`config.mk`:
```
export PLATFORM = sky130hd
export DESIGN_NAME = bus_arbiter
export DESIGN_NICKNAME = d
export VERILOG_FILES = /design/src/rtl/bus_arbiter.sv
export SDC_FILE = /design/constraint.sdc
export NUM_CORES = 1
export LEC_CHECK = 0
export BUFFER_PORTS_ARGS = -buffer_cell sky130_fd_sc_hd__buf_2
export CAP_MARGIN = 40
export CORE_AREA = 2 2 111 113
export DETAILED_ROUTE_END_ITERATION = 6
export DIE_AREA = 0 0 113 115
export PLACE_DENSITY = 0.55
export SETUP_SLACK_MARGIN = 0.15
export SYNTH_ARGS = -nofsm -noshare
export SYNTH_HDL_FRONTEND = slang
export SYNTH_SLANG_ARGS = --single-unit
```
`constraint.sdc`:
```
create_clock -name clock -period 6.2 [get_ports clock]
set_input_delay 0.31 -clock clock [delete_from_list [all_inputs] [get_ports clock]]
set_output_delay 0.31 -clock clock [all_outputs]
set_load 0.01 [all_outputs]
```
`src/rtl/bus_arbiter.sv`:
```
`default_nettype none
// ============================================================================
// Module      : bus_arbiter
// Description : Round-robin N-master to 1-slave memory bus arbiter. Granted
//               master's request is forwarded combinationally to the slave.
//               An in-order FIFO of master indices routes each read response
//               back to the master that issued the read.
// Ports       : clock, reset          - clock, async active-high reset
//               m_*                    - packed per-master request/response
//               s_*                    - single slave request/response
//               outstanding            - reads accepted but not yet answered
//               error                  - sticky: response with nothing pending
// Revision    : 1.0 - initial release
// ============================================================================
module bus_arbiter #(
    parameter int NUM_MASTERS = 2,
    parameter int ADDR_WIDTH  = 32,
    parameter int DATA_WIDTH  = 32,
    parameter int DEPTH       = 4
) (
    input  logic                                  clock,
    input  logic                                  reset,
    input  logic [NUM_MASTERS*ADDR_WIDTH-1:0]     m_address,
    input  logic [NUM_MASTERS*DATA_WIDTH-1:0]     m_write_data,
    input  logic [NUM_MASTERS*DATA_WIDTH/8-1:0]   m_byte_enable,
    input  logic [NUM_MASTERS-1:0]                m_read_enable,
    input  logic [NUM_MASTERS-1:0]                m_write_enable,
    output logic [NUM_MASTERS-1:0]                m_wait_req,
    output logic [NUM_MASTERS-1:0]                m_valid,
    output logic [DATA_WIDTH-1:0]                 m_read_data,
    output logic [ADDR_WIDTH-1:0]                 s_address,
    output logic [DATA_WIDTH-1:0]                 s_write_data,
    output logic [DATA_WIDTH/8-1:0]               s_byte_enable,
    output logic                                  s_read_enable,
    output logic                                  s_write_enable,
    input  logic                                  s_wait_req,
    input  logic                                  s_valid,
    input  logic [DATA_WIDTH-1:0]                 s_read_data,
    output logic [$clog2(DEPTH+1)-1:0]            outstanding,
    output logic                                  error
);

    localparam int c_IDX_W = $clog2(NUM_MASTERS);
    localparam int c_BE_W  = DATA_WIDTH / 8;
    localparam int c_CNT_W = $clog2(DEPTH + 1);
    localparam int c_PTR_W = (DEPTH > 1) ? $clog2(DEPTH) : 1;

    // Round-robin start point and routing FIFO state
    logic [c_IDX_W-1:0] r_rr_ptr;
    logic [c_IDX_W-1:0] r_fifo [DEPTH];
    logic [c_PTR_W-1:0] r_wr_ptr;
    logic [c_PTR_W-1:0] r_rd_ptr;
    logic [c_CNT_W-1:0] r_count;
    logic               r_error;

    logic [NUM_MASTERS-1:0] w_eligible;
    logic                   w_full;
    logic                   w_empty;
    logic                   w_grant_found;
    logic [c_IDX_W-1:0]     w_grant_idx;
    logic                   w_grant_valid;
    logic                   w_is_write;
    logic                   w_is_read;
    logic                   w_accept;
    logic                   w_push;
    logic                   w_pop;
    logic                   w_spurious;
    logic [c_IDX_W-1:0]     w_head;

    function automatic logic [c_PTR_W-1:0] f_next_ptr(input logic [c_PTR_W-1:0] p);
        return (p == c_PTR_W'(DEPTH - 1)) ? '0 : p + c_PTR_W'(1);
    endfunction

    // Full comes from registered occupancy only, so a same-cycle response
    // never frees a slot for a read and s_valid never reaches the grant logic.
    assign w_full  = (r_count == c_CNT_W'(DEPTH));
    assign w_empty = (r_count == '0);

    generate
        for (genvar i = 0; i < NUM_MASTERS; i++) begin : g_elig
            assign w_eligible[i] = m_write_enable[i] | (m_read_enable[i] & ~w_full);
        end
    endgenerate

    // First eligible master scanning from r_rr_ptr upward, wrapping around
    always_comb begin
        int j;
        w_grant_found = 1'b0;
        w_grant_idx   = '0;
        for (int k = 0; k < NUM_MASTERS; k++) begin
            j = int'(r_rr_ptr) + k;
            if (j >= NUM_MASTERS) begin
                j = j - NUM_MASTERS;
            end
            if (!w_grant_found && w_eligible[j]) begin
                w_grant_found = 1'b1;
                w_grant_idx   = c_IDX_W'(j);
            end
        end
    end

    assign w_grant_valid = w_grant_found & ~reset;

    // A master raising both enables is served as a write
    assign w_is_write = m_write_enable[w_grant_idx];
    assign w_is_read  = m_read_enable[w_grant_idx] & ~w_is_write;

    assign s_address      = m_address[int'(w_grant_idx)*ADDR_WIDTH +: ADDR_WIDTH];
    assign s_write_data   = m_write_data[int'(w_grant_idx)*DATA_WIDTH +: DATA_WIDTH];
    assign s_byte_enable  = m_byte_enable[int'(w_grant_idx)*c_BE_W +: c_BE_W];
    assign s_write_enable = w_grant_valid & w_is_write;
    assign s_read_enable  = w_grant_valid & w_is_read;

    assign w_accept   = w_grant_valid & ~s_wait_req;
    assign w_push     = w_accept & w_is_read;
    assign w_pop      = s_valid & ~w_empty & ~reset;
    assign w_spurious = s_valid & w_empty;
    assign w_head     = r_fifo[r_rd_ptr];

    generate
        for (genvar i = 0; i < NUM_MASTERS; i++) begin : g_master_out
            assign m_wait_req[i] = reset | ~(w_grant_valid & (w_grant_idx == c_IDX_W'(i)))
                                 | s_wait_req;
            assign m_valid[i]    = w_pop & (w_head == c_IDX_W'(i));
        end
    endgenerate

    assign m_read_data = s_read_data;
    assign outstanding = r_count;
    assign error       = r_error;

    always_ff @(posedge clock or posedge reset) begin
        if (reset) begin
            r_rr_ptr <= '0;
            r_wr_ptr <= '0;
            r_rd_ptr <= '0;
            r_count  <= '0;
            r_error  <= 1'b0;
        end else begin
            if (w_accept) begin
                r_rr_ptr <= (w_grant_idx == c_IDX_W'(NUM_MASTERS - 1)) ? '0
                          : w_grant_idx + c_IDX_W'(1);
            end
            if (w_push) begin
                r_wr_ptr <= f_next_ptr(r_wr_ptr);
            end
            if (w_pop) begin
                r_rd_ptr <= f_next_ptr(r_rd_ptr);
            end
            case ({w_push, w_pop})
                2'b10:   r_count <= r_count + c_CNT_W'(1);
                2'b01:   r_count <= r_count - c_CNT_W'(1);
                default: r_count <= r_count;
            endcase
            if (w_spurious) begin
                r_error <= 1'b1;
            end
        end
    end

    // Routing storage needs no reset: entries are only read while occupied
    always_ff @(posedge clock) begin
        if (w_push) begin
            r_fifo[r_wr_ptr] <= w_grant_idx;
        end
    end

endmodule
`default_nettype wire

```
After elaboration in Yosys (flattened, before gate mapping)

Memories as Yosys holds them, arrays and structs flattened.
Cells that the tools add are included.
Widths: inputs -> output; s select.

Logic and storage cells: 83
Memories kept: 1
RAM bits: 4
Output and inout port bits: 110
Flip-flop bits (word level): 9

Bitwise operators: 30
Shift-type cells: 3
Add/sub/neg operators: 8
Magnitude comparators: 5
Muxes and demuxes: 22
Eq/ne operators: 5
Reductions and logical operators: 4

Memories:

| name   | depth | bits a word | read ports | clocked after Yosys merged registers in | wr ports | line | text |
|---|---|---|---|---|---|---|---|
| r_fifo | 4     | 1           | 1          | 0                                       | 1        | 50   | `logic [c_IDX_W-1:0] r_fifo [DEPTH];` |

Operators with widths:

| kind                | number |
|---|---|
| $shiftx 64x7->32    | 2 |
| $lt 32x3->1 const B | 2 |
| $mux 32             | 2 |
| $mux 1              | 17 |
| $and 1x1->1         | 15 |
| $not 1->1           | 9 |
| $shiftx 8x4->4      | 1 |
| $eq 2x2->1 const B  | 3 |
| $or 1x1->1          | 6 |
| $pmux 3 s2          | 1 |
| $add 2x1->2 const B | 2 |
| $mux 2              | 2 |
| $add 3x1->3 const B | 1 |
| $eq 3x3->1 const B  | 1 |
| $logic_not 3->1     | 1 |
| $sub 1x2->3 const B | 1 |
| $sub 2x2->3 const B | 1 |
| $sub 3x1->3 const B | 1 |
| $add 1x1->2 const B | 1 |
| $eq 2x1->1 const B  | 1 |
| $ge 1x2->1 const B  | 1 |
| $ge 2x2->1 const B  | 1 |
| $lt 1x2->1 const B  | 1 |
| $reduce_bool 2->1   | 1 |
| other kinds (3)     | 3 |

Logic depth before layout (Yosys ltp)

Gate-level depths: netlist (run 1).

Depth in word-level cells: 18
Depth in mapped cells: 9
Gate-level depth less buffers: 9

Worst setup path after synthesis (run 1)

OpenSTA, ideal clock, no wires.

Kind: reg2reg
From: reg r_count[0], in the netlist outstanding[0]
To: reg r_count[2], in the netlist outstanding[2]
Setup slack: 3.803 ns
Arrival: 2.317 ns
Path buffers: 0
Cell stages (with the launch flop): 10
Cells stage by stage: dfrtp_1 nor4b_1 nor3_1 o311ai_4 ha_1 inv_1 fa_1 xor2_1 nor2_1 xor2_1

Word-level cells in the longest chain between the ends: 18
Elaborated cells between the ends (all ways): 37
Those cells by class: add/sub (2); eq/ne (3); mux (15); bitwise (13); reduce/logical (4)

RTL lines:

| element                                                | line | text |
|---|---|---|
| from (decl)                                            | 53   | `logic [c_CNT_W-1:0] r_count;` |
| from (signal assigned)                                 | 151  | `2'b10: r_count <= r_count + c_CNT_W'(1);` |
| from (signal assigned)                                 | 152  | `2'b01: r_count <= r_count - c_CNT_W'(1);` |
| from (signal assigned)                                 | 153  | `default: r_count <= r_count;` |
| $eq 3x3->1                                             | 76   | `assign w_full = (r_count == c_CNT_W'(DEPTH));` |
| $not 1->1                                              | 81   | `assign w_eligible[i] = m_write_enable[i] \| (m_read_enable[i] & ~w_full);` |
| $and 1x1->1                                            | 81   |  |
| $or 1x1->1                                             | 81   |  |
| $mux 1 (not written as such) (3 in series)             | 95   | `if (!w_grant_found && w_eligible[j]) begin` |
| $mux 1                                                 | 95   |  |
| $logic_not 1->1                                        | 95   |  |
| $logic_and 1x1->1                                      | 95   |  |
| $mux 1                                                 | 95   |  |
| $mux 1 (not written as such) (2 in series)             | 105  | `assign w_is_write = m_write_enable[w_grant_idx];` |
| $not 1->1                                              | 106  | `assign w_is_read = m_read_enable[w_grant_idx] & ~w_is_write;` |
| $and 1x1->1                                            | 106  |  |
| $and 1x1->1                                            | 115  | `assign w_push = w_accept & w_is_read;` |
| $eq 2x1->1 / $eq 2x2->1 (equally long branches)        | 150  | `case ({w_push, w_pop})` |
| $pmux 3 s2 / $reduce_bool 2->1 (equally long branches) | --   |  |

Several ways; a longest one is shown, not always the timed one. The select of a mux whose other input is x is not followed.
A chain may end at the register's enable or synchronous reset.

Worst setup path after layout (run 1)

From: reg r_count[0], in the netlist outstanding[0]
To: out s_address[9]

Word-level cells in the longest chain between the ends: 12
Elaborated cells between the ends (all ways): 18
Those cells by class: eq/ne (1); shift (1); mux (9); bitwise (5); reduce/logical (2)

RTL lines:

| element                                    | line | text |
|---|---|---|
| $eq 3x3->1 *                               | 76   |  |
| $not 1->1 *                                | 81   |  |
| $and 1x1->1                                | 81   |  |
| $or 1x1->1                                 | 81   |  |
| $mux 1 (not written as such) (3 in series) | 95   |  |
| $mux 1                                     | 95   |  |
| $logic_not 1->1                            | 95   |  |
| $logic_and 1x1->1                          | 95   |  |
| $mux 1 *                                   | 95   |  |
| $shiftx 64x7->32 *                         | 108  | `assign s_address = m_address[int'(w_grant_idx)*ADDR_WIDTH +: ADDR_WIDTH];` |
| to (decl)                                  | 31   | `output logic [ADDR_WIDTH-1:0] s_address,` |

Mark *: on every way between the ends. The rest lies on a longest branch, timed or not. The select of a mux whose other input is x is not followed.

==> qor.json, run 1 <==
{
  "cts_repair_resized_insts": 0,
  "n_antenna_cell": 0,
  "cts_made_buffers": 3,
  "skew_ps": 2.37,
  "core-area_um2": 11800,
  "cts_stage_hold_buffer_count": 0,
  "result_of_the_run": "finished, violations left",
  "crit_arrival_ps": 3170,
  "cts_tree": "done",
  "end_kind": "output pin",
  "clk_pin_slew_worst_paths_ps": 40,
  "die_x_um": 113,
  "synth_top_cells_by_count": "sky130_fd_sc_hd__mux2_4, sky130_fd_sc_hd__buf_4, sky130_fd_sc_hd__nor2_1",
  "clkSinkCount": 13,
  "global_route.overflow_total": 0,
  "wl_per_cell_um": 13.2,
  "ys.warnings.count": 0,
  "maxSlewHeadroom": 0.524,
  "report.final.setup_viol": 0,
  "launch_point_of_the_critical_path": "outstanding[0]",
  "total_leakage_power_uw": 0.00182,
  "hpwlAfterDp_mm": 6.04,
  "finalWorstPathRequiredPeriod_ps": 3480,
  "tightest_slew_ps": 713,
  "synthesis.nets": 368,
  "largest_net_degree_at_the_start_of_global_routing": 42,
  "clk-insertion-delay-late_ps": 240,
  "timing.final.hold_violations": 0,
  "yosys.area.top_type_share": 0.449,
  "yosysSeqAreaShare": 0.154,
  "detailed_route_via_count": 2070,
  "port_buffers": 221,
  "yosys_most_used_dff": "sky130_fd_sc_hd__dfrtp_1",
  "synth_top_cells_by_area": "sky130_fd_sc_hd__mux2_4, sky130_fd_sc_hd__buf_4, sky130_fd_sc_hd__dfrtp_1",
  "setup.worst_path.class": "flip-flop to output pin",
  "die_height_um": 115,
  "ctsRootBufferMaster": "sky130_fd_sc_hd__clkbuf_16",
  "finalMaxSlewViolations": 0,
  "synth_edf_count": 4,
  "areaGrowthSynthToFinish_pct": 43.8,
  "synth.ff_latch_count": 13,
  "vias_per_cell": 4.00,
  "netlist-cell-type-count": 32,
  "grt_setup_unrepaired": "false",
  "synth_top_cell_by_area": "sky130_fd_sc_hd__mux2_4",
  "drt-total-wl_mm": 6.86,
  "gp_congestion": 0.793,
  "proportion_of_register_bits_with_asynchronous_set_or_reset_after_synthesis": 0.692,
  "post_route_cells_drive_above_1_share": 0.814,
  "tns_ps": 0,
  "worst_r2r_startpoint": "outstanding[0]",
  "track_usage": 0.0905,
  "post_route_standard_cell_area_excluding_fillers_um2": 3220,
  "syn_area_um2": 2240,
  "worstHoldPathType": "input port to asynchronous set/reset pin",
  "cap_viol_max_count": 0,
  "worstPathRequired_ps": 5890,
  "nNetsFinal": 555,
  "p_per_area_nw_per_um2": 268,
  "placement_rows": 40,
  "period_share": 0.561,
  "syn_area_per_cell_um2": 12.1,
  "ios": 286,
  "violations": "DRC",
  "post_synth_inst_count": 185,
  "fillCellCount": 1262,
  "initial_utilization": 0.190,
  "drtAntennaViolNets": 0,
  "fp.dieArea_um2": 13000,
  "antenna_found_initial": 0,
  "cp_max_fo": 41,
  "synth_most_common_cell": "sky130_fd_sc_hd__mux2_4",
  "ctsHtreeMaxLevel": 1,
  "cts.repair_timing.setup_buffer_count": 0,
  "timing.critical_path.from_type": "flip-flop",
  "first_pass_grt_wire_length_mm": 9.40,
  "clock.fmax_ghz": 0.288,
  "route.detailed.drc": 20,
  "ir_worst_vdd_v": 0.000231,
  "max-clock-path-buffers": 2,
  "place_area_um2": 3140,
  "dr.first_iter.drc_count": 54,
  "vias_in_the_first_global_route": 1957,
  "number_of_optimization_iterations_in_the_first_detailed_route_pass": 6
}
[worst max-delay path: stages (launching register included)]
cell	delay [ps]
sky130_fd_sc_hd__dfrtp_1	450
sky130_fd_sc_hd__or3b_4	440
sky130_fd_sc_hd__a21oi_1	190
sky130_fd_sc_hd__o21ba_4	580
sky130_fd_sc_hd__buf_4	690
sky130_fd_sc_hd__mux2_2	410
sky130_fd_sc_hd__buf_2	140
[metrics by stage]
step / util / total power, uW / hold WS, ps / instances / setup WS, ps
global route: 0.273 / 928 / 104 / 518 / 2560
floorplan: - / 632 / 138 / 185 / 3800
detailed placement: 0.266 / 749 / 334 / 514 / 2940
finish: 0.273 / 865 / 62.6 / 518 / 2720
CTS: 0.273 / 877 / 77.8 / 518 / 2670
global placement: 0.266 / 737 / 338 / 514 / 3030
[per-layer routing]
metal / vias to the layer above / track usage / part of all wire
li1: 989 / - / -
met1: 932 / 0.114 / 0.42
met2: 146 / 0.153 / 0.46
met3: 3 / 0.0311 / 0.12
met4: 0 / 0.0146 / 0.0058
met5: - / 0 / 0
[path summary, 6_finish.rpt]
kind / endpoint / slack [ps] / cells after the start
worst min-delay path: outstanding[1] / 60 / 2
max in group asynchronous: r_wr_ptr[0] / 5890 / 2
min in group clock: error / 270 / 2
worst min register to register: error / 450 / 1
worst max-delay path: s_address[9] / 2720 / 6
worst max register to register: outstanding[2] / 3500 / 9
[area by class of cell]
class                      count  area (um2)  area share
multi-input combinational    122        1460       0.454
timing repair buffer         222        1110       0.345
sequential                    13         345       0.107
tap                          147         184      0.0571
clock buffer                   4        78.8      0.0245
inverter                      10        37.5      0.0116
[state kept, by name (all words and copies together), names as in the netlist]
signal	cells
error	1
outstanding	3
r_fifo	4
r_rd_ptr	2
r_rr_ptr	1
r_wr_ptr	2
[power by group]
part / total, uW / switching (uW) / internal [uW]
clock: 122 / 35.7 / 86.7
sequential: 159 / 37.6 / 121
combinational: 584 / 259 / 324
total: 865 / 333 / 532
[cell families after synthesis]
family | share of synthesized area
multiplexers | 0.489
buffers and inverters | 0.195
AND/OR/NAND/NOR | 0.0720
flip-flops | 0.154
AO/OA/AOI/OAI | 0.0357
adder cells (fa/ha/maj) | 0.0424
XOR/XNOR | 0.0117
[cells in the final DEF (no fill, tap or decap), drive strengths merged]
cell type and n:
nor2 11, and2 1, ha 6, xor2 2, nand2 2, mux2i 1
o311ai 1, o21ba 1, nor3 6, fa 1, edfxtp 4, buf 222
dfrtp 9, a21o 1, or4 1, nor3b 2, nand3b 1, mux4 1
o21bai 1, nor4b 2, a21oi 5, clkbuf 4, inv 10, or3b 1
mux2 72, xnor2 1, or2 1, nor2b 1
No activity file was read; power rests on OpenSTA's default activity.
==> run 2: changes to the inputs <==
Clock period 6.2 ns to 3.3 ns, I/O delays scaled along.
==> qor.json, run 2 (synthesis gave the netlist of run 1 again) <==
{
  "result_of_the_run": "finished, violations left",
  "violations": "DRC",
  "worst_path_most_repeated_cell": "sky130_fd_sc_hd__xor2_1",
  "post_route_cells_drive_above_1_share": {"value": 0.812, "change": "-0.00168"},
  "ctsHtreeMaxLevel": {"value": 1, "change": "unchanged"},
  "die_x": {"value": 113, "unit": "um", "change": "unchanged"},
  "maxSlewHeadroom": {"value": 0.529, "change": "+0.00431"},
  "path_delay_family": "adder cells",
  "worstPathRequired": {"value": 3470, "unit": "ps", "change": "-2420 ps"},
  "drtAntennaViolNets": {"value": 0, "change": "unchanged"},
  "post-route-util": {"value": 0.276, "change": "+0.00360"},
  "clk-insertion-delay-late": {"value": 250, "unit": "ps", "change": "about the same"},
  "tightest_slew": {"value": 705, "unit": "ps", "change": "-8.00 ps"},
  "tns": {"value": 0, "unit": "ps", "change": "unchanged"},
  "layout.cells.most_common": "sky130_fd_sc_hd__buf_2",
  "clk_pin_slew_worst_paths": {"value": 50, "unit": "ps", "change": "about the same"},
  "setup.worst_path.class": "flip-flop to flip-flop",
  "path_buf_inv": {"value": 1, "change": "-1"},
  "vias_in_the_first_global_route": {"value": 1972, "change": "+0.77%"},
  "vias_per_cell": {"value": 4.07, "change": "+1.8%"},
  "detailed_route_via_count": {"value": 2116, "change": "+2.2%"},
  "largest_register_ffs": {"value": 4, "change": "unchanged"},
  "cts_stage_hold_buffer_count": {"value": 1, "change": "+1"},
  "fin_hold_ws": {"value": 130, "unit": "ps", "change": "+67.3 ps"},
  "cts_tree": "done",
  "fillCellCount": {"value": 1239, "change": "-1.8%"},
  "cts.repair_timing.setup_buffer_count": {"value": 0, "change": "unchanged"},
  "antenna_found_initial": {"value": 0, "change": "unchanged"},
  "timing.final.hold_violations": {"value": 0, "change": "unchanged"},
  "hpwlAfterDp": {"value": 6.09, "unit": "mm", "change": "+0.89%"},
  "layout_setup_ws": {"value": 726, "unit": "ps", "change": "-2000 ps"},
  "layout_common_cells": "sky130_fd_sc_hd__buf_2, sky130_fd_sc_hd__mux2_4, sky130_fd_sc_hd__nor2_1",
  "power.share.switching": {"value": 0.387, "change": "+0.00183"},
  "max-clock-path-buffers": {"value": 2, "change": "unchanged"},
  "track_usage": {"value": 0.0937, "change": "+0.00328"},
  "cts_repair_resized_insts": {"value": 0, "change": "unchanged"},
  "global_route.overflow_total": {"value": 0, "change": "unchanged"},
  "nNetsFinal": {"value": 557, "change": "+0.36%"},
  "skew": {"value": 1.82, "unit": "ps", "change": "-0.547 ps"},
  "finalMaxSlewViolations": {"value": 0, "change": "unchanged"},
  "crit_arrival": {"value": 2740, "unit": "ps", "change": "-430 ps"},
  "first_pass_grt_wire_length": {"value": 9.75, "unit": "mm", "change": "+3.7%"},
  "power.sequential.fraction": {"value": 0.181, "change": "-0.003"},
  "grt_setup_unrepaired": "false",
  "cap_viol_max_count": {"value": 0, "change": "unchanged"},
  "end_kind": "flip-flop",
  "ios": {"value": 286, "change": "unchanged"},
  "worstHoldPathType": "input port to flip-flop",
  "initial_utilization": {"value": 0.190, "change": "unchanged"},
  "timing.critical_path.from_type": "flip-flop",
  "ir_worst_vdd": {"value": 0.000313, "unit": "V", "change": "+35%"},
  "share_comb_of_total_power": {"value": 0.677, "change": "+0.002"},
  "areaGrowthSynthToFinish_pct": 45.7,
  "cts_made_buffers": {"value": 3, "change": "unchanged"},
  "netSwitchingPower": {"value": 644, "unit": "uW", "change": "+93%"},
  "finalWorstPathRequiredPeriod_ps": 2570,
  "report.final.setup_viol": {"value": 0, "change": "unchanged"},
  "cpMaxStageDelayCell": "sky130_fd_sc_hd__dfrtp_1",
  "ctsRootBufferMaster": "sky130_fd_sc_hd__clkbuf_16",
  "period_share": 0.780,
  "worstPathCellList": "nor4b_1, nor3_1, o311ai_4, ha_1, inv_1, fa_1, xor2_1, nor2_1, xor2_1",
  "internal_cell_power": {"value": 1020, "unit": "uW", "change": "+92%"},
  "total_leakage_power": {"value": 0.00184, "unit": "uW", "change": "+1.0%"},
  "number_of_optimization_iterations_in_the_first_detailed_route_pass": {"value": 6, "change": "unchanged"},
  "top_register": "r_fifo",
  "maximum_single_stage_delay_on_the_critical_path": {"value": 460, "unit": "ps", "change": "-230 ps"},
  "clock.fmax_ghz": 0.389,
  "placement.setup.worst_slack": {"value": 734, "unit": "ps", "change": "-2210 ps"},
  "n_antenna_cell": {"value": 0, "change": "unchanged"},
  "port_buffers": {"value": 221, "change": "unchanged"},
  "largest_net_degree_at_the_start_of_global_routing": {"value": 44, "change": "+4.8%"},
  "power.share.clock": {"value": 0.142, "change": "about the same"},
  "route.detailed.drc": {"value": 20, "change": "unchanged"},
  "fp.dieArea": {"value": 13000, "unit": "um2", "change": "unchanged"},
  "core-area": {"value": 11800, "unit": "um2", "change": "unchanged"},
  "cp_max_fo": {"value": 7, "change": "-83%"},
  "p_per_area": {"value": 510, "unit": "nW/um2", "change": "+90%"},
  "die_height": {"value": 115, "unit": "um", "change": "unchanged"},
  "wl_per_cell": {"value": 13.4, "unit": "um", "change": "+1.1%"},
  "gp_congestion": {"value": 0.733, "change": "-7.5%"},
  "dr.first_iter.drc_count": {"value": 60, "change": "+11%"},
  "clkSinkCount": {"value": 13, "change": "unchanged"},
  "placement_rows": {"value": 40, "change": "unchanged"},
  "drt-total-wl": {"value": 6.97, "unit": "mm", "change": "+1.5%"}
}
## run 2: cell types whose count changed in the layout (fill, tap and decap cells not counted), sizes merged
cell,previous run,this run
buf,222,223
dlygate4sd3,0,1
## run 2: worst paths after layout
kind	startpoint	to	slack (ps)	cells past startpoint
max	outstanding[0]	outstanding[2]	730	9
min	s_valid	error	130	2
max reg2reg	outstanding[0]	outstanding[2]	730	9
min reg2reg	error	error	460	1
max in group asynchronous	reset	r_rd_ptr[1]	2550	3
min in group asynchronous	reset	outstanding[0]	480	3
## run 2: layer usage
layer / vias up / wire [um] / global-route usage
met1: 975 / 2870 / 0.115
met2: 147 / 3230 / 0.163
met3: 2 / 825 / 0.0306
met5: - / 0 / 0
li1: 992 / - / -
met4: 0 / 36 / 0.0171
## run 2: final cells by class
cell class	instances	area, um2	share of cell area
repair buffers	224	1160	0.354
multi-input cells	122	1460	0.448
well taps	147	184	0.0563
inverters	10	37.5	0.0115
flip-flops and latches	13	345	0.106
clock buffers	4	78.8	0.0241
## run 2: power groups by stage
stage | sequential, uW | clock (uW) | combinational [uW]
3_3_place_gp | 295 | 0 | 1120
5_1_grt | 312 | 244 | 1220
3_5_place_dp | 305 | 0 | 1140
4_1_cts | 303 | 237 | 1140
6_report | 302 | 236 | 1130
2_1_floorplan | 298 | 0 | 889
## run 2: per-stage QoR
step           power, uW  cells  area (um2)
2_1_floorplan       1190    185        2240
3_3_place_gp        1410    515        3180
3_5_place_dp        1440    515        3180
4_1_cts             1680    520        3270
5_1_grt             1780    520        3270
6_report            1660    520        3270
==> run 3: changes to the inputs <==
Clock period 3.3 ns to 2.52 ns, I/O delays scaled along.
==> qor.json, run 3 (synthesis gave the netlist of run 1 again) <==
{
  "timing.critical_path.from_type": "flip-flop",
  "core-area": {"value": 11800, "unit": "um2", "change": "unchanged"},
  "route.detailed.drc": {"value": 20, "change": "unchanged"},
  "track_usage": {"value": 0.0963, "change": "+0.00255"},
  "register_cell_area_after_layout": {"value": 349, "unit": "um2", "change": "+1.1%"},
  "place_area": {"value": 3190, "unit": "um2", "change": "+0.47%"},
  "tns": {"value": 0, "unit": "ps", "change": "unchanged"},
  "layout_common_cells": "sky130_fd_sc_hd__buf_2, sky130_fd_sc_hd__mux2_4, sky130_fd_sc_hd__buf_6",
  "post_route_standard_cell_area_excluding_fillers": {"value": 3490, "unit": "um2", "change": "+6.8%"},
  "finalWorstPathRequiredPeriod_ps": 2400,
  "fp.dieArea": {"value": 13000, "unit": "um2", "change": "unchanged"},
  "total_leakage_power": {"value": 0.00194, "unit": "uW", "change": "+5.6%"},
  "largest_net_degree_at_the_start_of_global_routing": {"value": 35, "change": "-20%"},
  "initial_utilization": {"value": 0.190, "change": "unchanged"},
  "final_cell_count_no_fill": {"value": 528, "change": "+1.5%"},
  "r2r.worst_path.cells": {"value": 9, "change": "unchanged"},
  "number_of_optimization_iterations_in_the_first_detailed_route_pass": {"value": 6, "change": "unchanged"},
  "drt-total-wl": {"value": 7.47, "unit": "mm", "change": "+7.3%"},
  "ctsRootBufferMaster": "sky130_fd_sc_hd__clkbuf_16",
  "hold_path_depth": {"value": 2, "change": "unchanged"},
  "crit_arrival": {"value": 2280, "unit": "ps", "change": "-460 ps"},
  "antenna_found_initial": {"value": 0, "change": "unchanged"},
  "ir_worst_vdd": {"value": 0.000440, "unit": "V", "change": "+41%"},
  "ios": {"value": 286, "change": "unchanged"},
  "hold_start": "s_valid",
  "global_route.overflow_total": {"value": 0, "change": "unchanged"},
  "layout.cells.most_common": "sky130_fd_sc_hd__buf_2",
  "die_height": {"value": 115, "unit": "um", "change": "unchanged"},
  "placement_rows": {"value": 40, "change": "unchanged"},
  "violations": "DRC",
  "worstPathRequired": {"value": 2390, "unit": "ps", "change": "-1080 ps"},
  "cpMaxStageDelayCell": "sky130_fd_sc_hd__dfrtp_2",
  "end_kind": "output pin",
  "skew": {"value": 1.27, "unit": "ps", "change": "-0.551 ps"},
  "port_buffers": {"value": 221, "change": "unchanged"},
  "report.final.setup_viol": {"value": 0, "change": "unchanged"},
  "maximum_single_stage_delay_on_the_critical_path": {"value": 440, "unit": "ps", "change": "-20 ps"},
  "worstHoldPathType": "input port to flip-flop",
  "hold_path_end": "error",
  "die_x": {"value": 113, "unit": "um", "change": "unchanged"},
  "post_route_cells_drive_above_1_share": {"value": 0.827, "change": "+0.0144"},
  "cts_tree": "done",
  "result_of_the_run": "finished, violations left",
  "hpwlAfterDp": {"value": 6.02, "unit": "mm", "change": "-1.1%"},
  "placement.setup.worst_slack": {"value": 92.7, "unit": "ps", "change": "-641 ps"},
  "timing.final.hold_violations": {"value": 0, "change": "unchanged"},
  "placedCellCount": {"value": 517, "change": "+0.39%"},
  "period_share": 0.953,
  "p_per_area": {"value": 687, "unit": "nW/um2", "change": "+35%"},
  "dr.first_iter.drc_count": {"value": 46, "change": "-23%"},
  "fillCellCount": {"value": 1225, "change": "-1.1%"},
  "n_antenna_cell": {"value": 0, "change": "unchanged"},
  "areaGrowthSynthToFinish_pct": 55.6,
  "nNetsFinal": {"value": 565, "change": "+1.4%"},
  "tightest_slew": {"value": 609, "unit": "ps", "change": "-95.9 ps"},
  "vias_in_the_first_global_route": {"value": 1976, "change": "+0.20%"},
  "wl_per_cell": {"value": 14.2, "unit": "um", "change": "+5.7%"},
  "top_register": "r_fifo",
  "finalMaxSlewViolations": {"value": 0, "change": "unchanged"},
  "drtAntennaViolNets": {"value": 0, "change": "unchanged"},
  "worst_r2r_startpoint": "outstanding[1]",
  "first_pass_grt_wire_length": {"value": 10.0, "unit": "mm", "change": "+2.9%"},
  "vias_per_cell": {"value": 4.04, "change": "-0.82%"},
  "setup.worst_path.class": "flip-flop to output pin",
  "multi_input_area": {"value": 1470, "unit": "um2", "change": "+0.68%"},
  "maxSlewHeadroom": {"value": 0.588, "change": "+0.0592"},
  "ctsHtreeMaxLevel": {"value": 1, "change": "unchanged"},
  "grt_setup_unrepaired": "true",
  "worstPathCellList": "or3b_4, a21oi_2, o21ba_4, bufbuf_16, mux2_4, buf_2",
  "launch_point_of_the_critical_path": "outstanding[1]",
  "cts_made_buffers": {"value": 3, "change": "unchanged"},
  "layout_setup_ws": {"value": 119, "unit": "ps", "change": "-608 ps"},
  "clock.fmax_ghz": 0.416,
  "clk_pin_slew_worst_paths": {"value": 40, "unit": "ps", "change": "about the same"},
  "worstReg2RegEnd": "outstanding[2]",
  "cp_max_fo": {"value": 20, "change": "+13"},
  "path_delay_family": "buffers and inverters",
  "largest_register_ffs": {"value": 4, "change": "unchanged"},
  "setup_slack_of_the_worst_register_to_register_path": {"value": 190, "unit": "ps", "change": "-540 ps"},
  "path_buf_inv": {"value": 2, "change": "+1"},
  "gp_congestion": {"value": 0.839, "change": "+15%"},
  "detailed_route_via_count": {"value": 2131, "change": "+0.71%"},
  "max-clock-path-buffers": {"value": 2, "change": "unchanged"},
  "clk-insertion-delay-late": {"value": 240, "unit": "ps", "change": "about the same"},
  "cap_viol_max_count": {"value": 0, "change": "unchanged"},
  "clkSinkCount": {"value": 13, "change": "unchanged"}
}
[run 3: changes by cell type in the layout (fill, tap and decap cells not counted)]
cell and delta:
sky130_fd_sc_hd__nor3b_2 -1, sky130_fd_sc_hd__buf_6 +12, sky130_fd_sc_hd__a21oi_2 +1, sky130_fd_sc_hd__buf_4 +4
sky130_fd_sc_hd__buf_16 +1, sky130_fd_sc_hd__clkbuf_16 +1, sky130_fd_sc_hd__a21oi_1 -1, sky130_fd_sc_hd__buf_12 -1
sky130_fd_sc_hd__dfrtp_2 +3, sky130_fd_sc_hd__bufbuf_16 +2, sky130_fd_sc_hd__dfrtp_1 -3, sky130_fd_sc_hd__nor3b_4 +1
sky130_fd_sc_hd__buf_2 -11
[run 3: how the worst max path moves through the flow]
stage	to	slack (ps)	depth (start not counted)
after global routing	s_write_data[21]	40	6
final	s_write_data[21]	120	6
after global placement	outstanding[2]	240	9
after detailed placement	outstanding[2]	90	9
after floorplan	outstanding[2]	170	9
after CTS	s_write_data[21]	110	6
[run 3: worst register-to-register path, delay by kind of cell (launching register included)]
| family | cells | cell delay (ps) |
|---|---|---|
| simple gates | 3 | 510 |
| compound gates | 1 | 340 |
| buf+inv | 1 | 60 |
| xor+xnor | 2 | 300 |
| flops | 1 | 440 |
| fa+ha+maj | 2 | 610 |
[run 3: metal layers]
| metal | GRT usage | wire, um | part of all wire |
|---|---|---|---|
| met5 | 0 | 0 | 0 |
| met4 | 0.00976 | 18 | 0.0024 |
| met3 | 0.0348 | 918 | 0.12 |
| met1 | 0.127 | 3120 | 0.42 |
| met2 | 0.158 | 3420 | 0.46 |
[run 3: layout make-up]
type                            count  share of cell area
Clock buffer                        4              0.0226
Inverter                           10              0.0108
Multi-Input combinational cell    122               0.423
Sequential cell                    13               0.100
Tap cell                          147              0.0527
Timing Repair Buffer              232               0.391
[run 3: what timing repair did]
item,in CTS,in global routing
gates resized for setup,5,18
hold endpoints to repair,9,0
hold buffers,1,0
gates cloned,2,1
buffers inserted,3,0
endpoints found under the setup margin,58,71
pin swaps,0,2
[run 3: report_power, final]
part,leakage (uW),internal [uW],switching (uW)
Clock,0.0000382,213,81.6
Combinational,0.00177,994,712
Sequential,0.000136,304,89.6
Total,0.00194,1510,884
[run 3: per-stage QoR]
stage	power, uW	hold WS (ps)	utilization
global route	2550	124	0.295
CTS	2340	100	0.286
floorplan	1550	-46.1	-
global placement	1860	161	0.270
detailed placement	1890	161	0.270
finish	2390	101	0.295
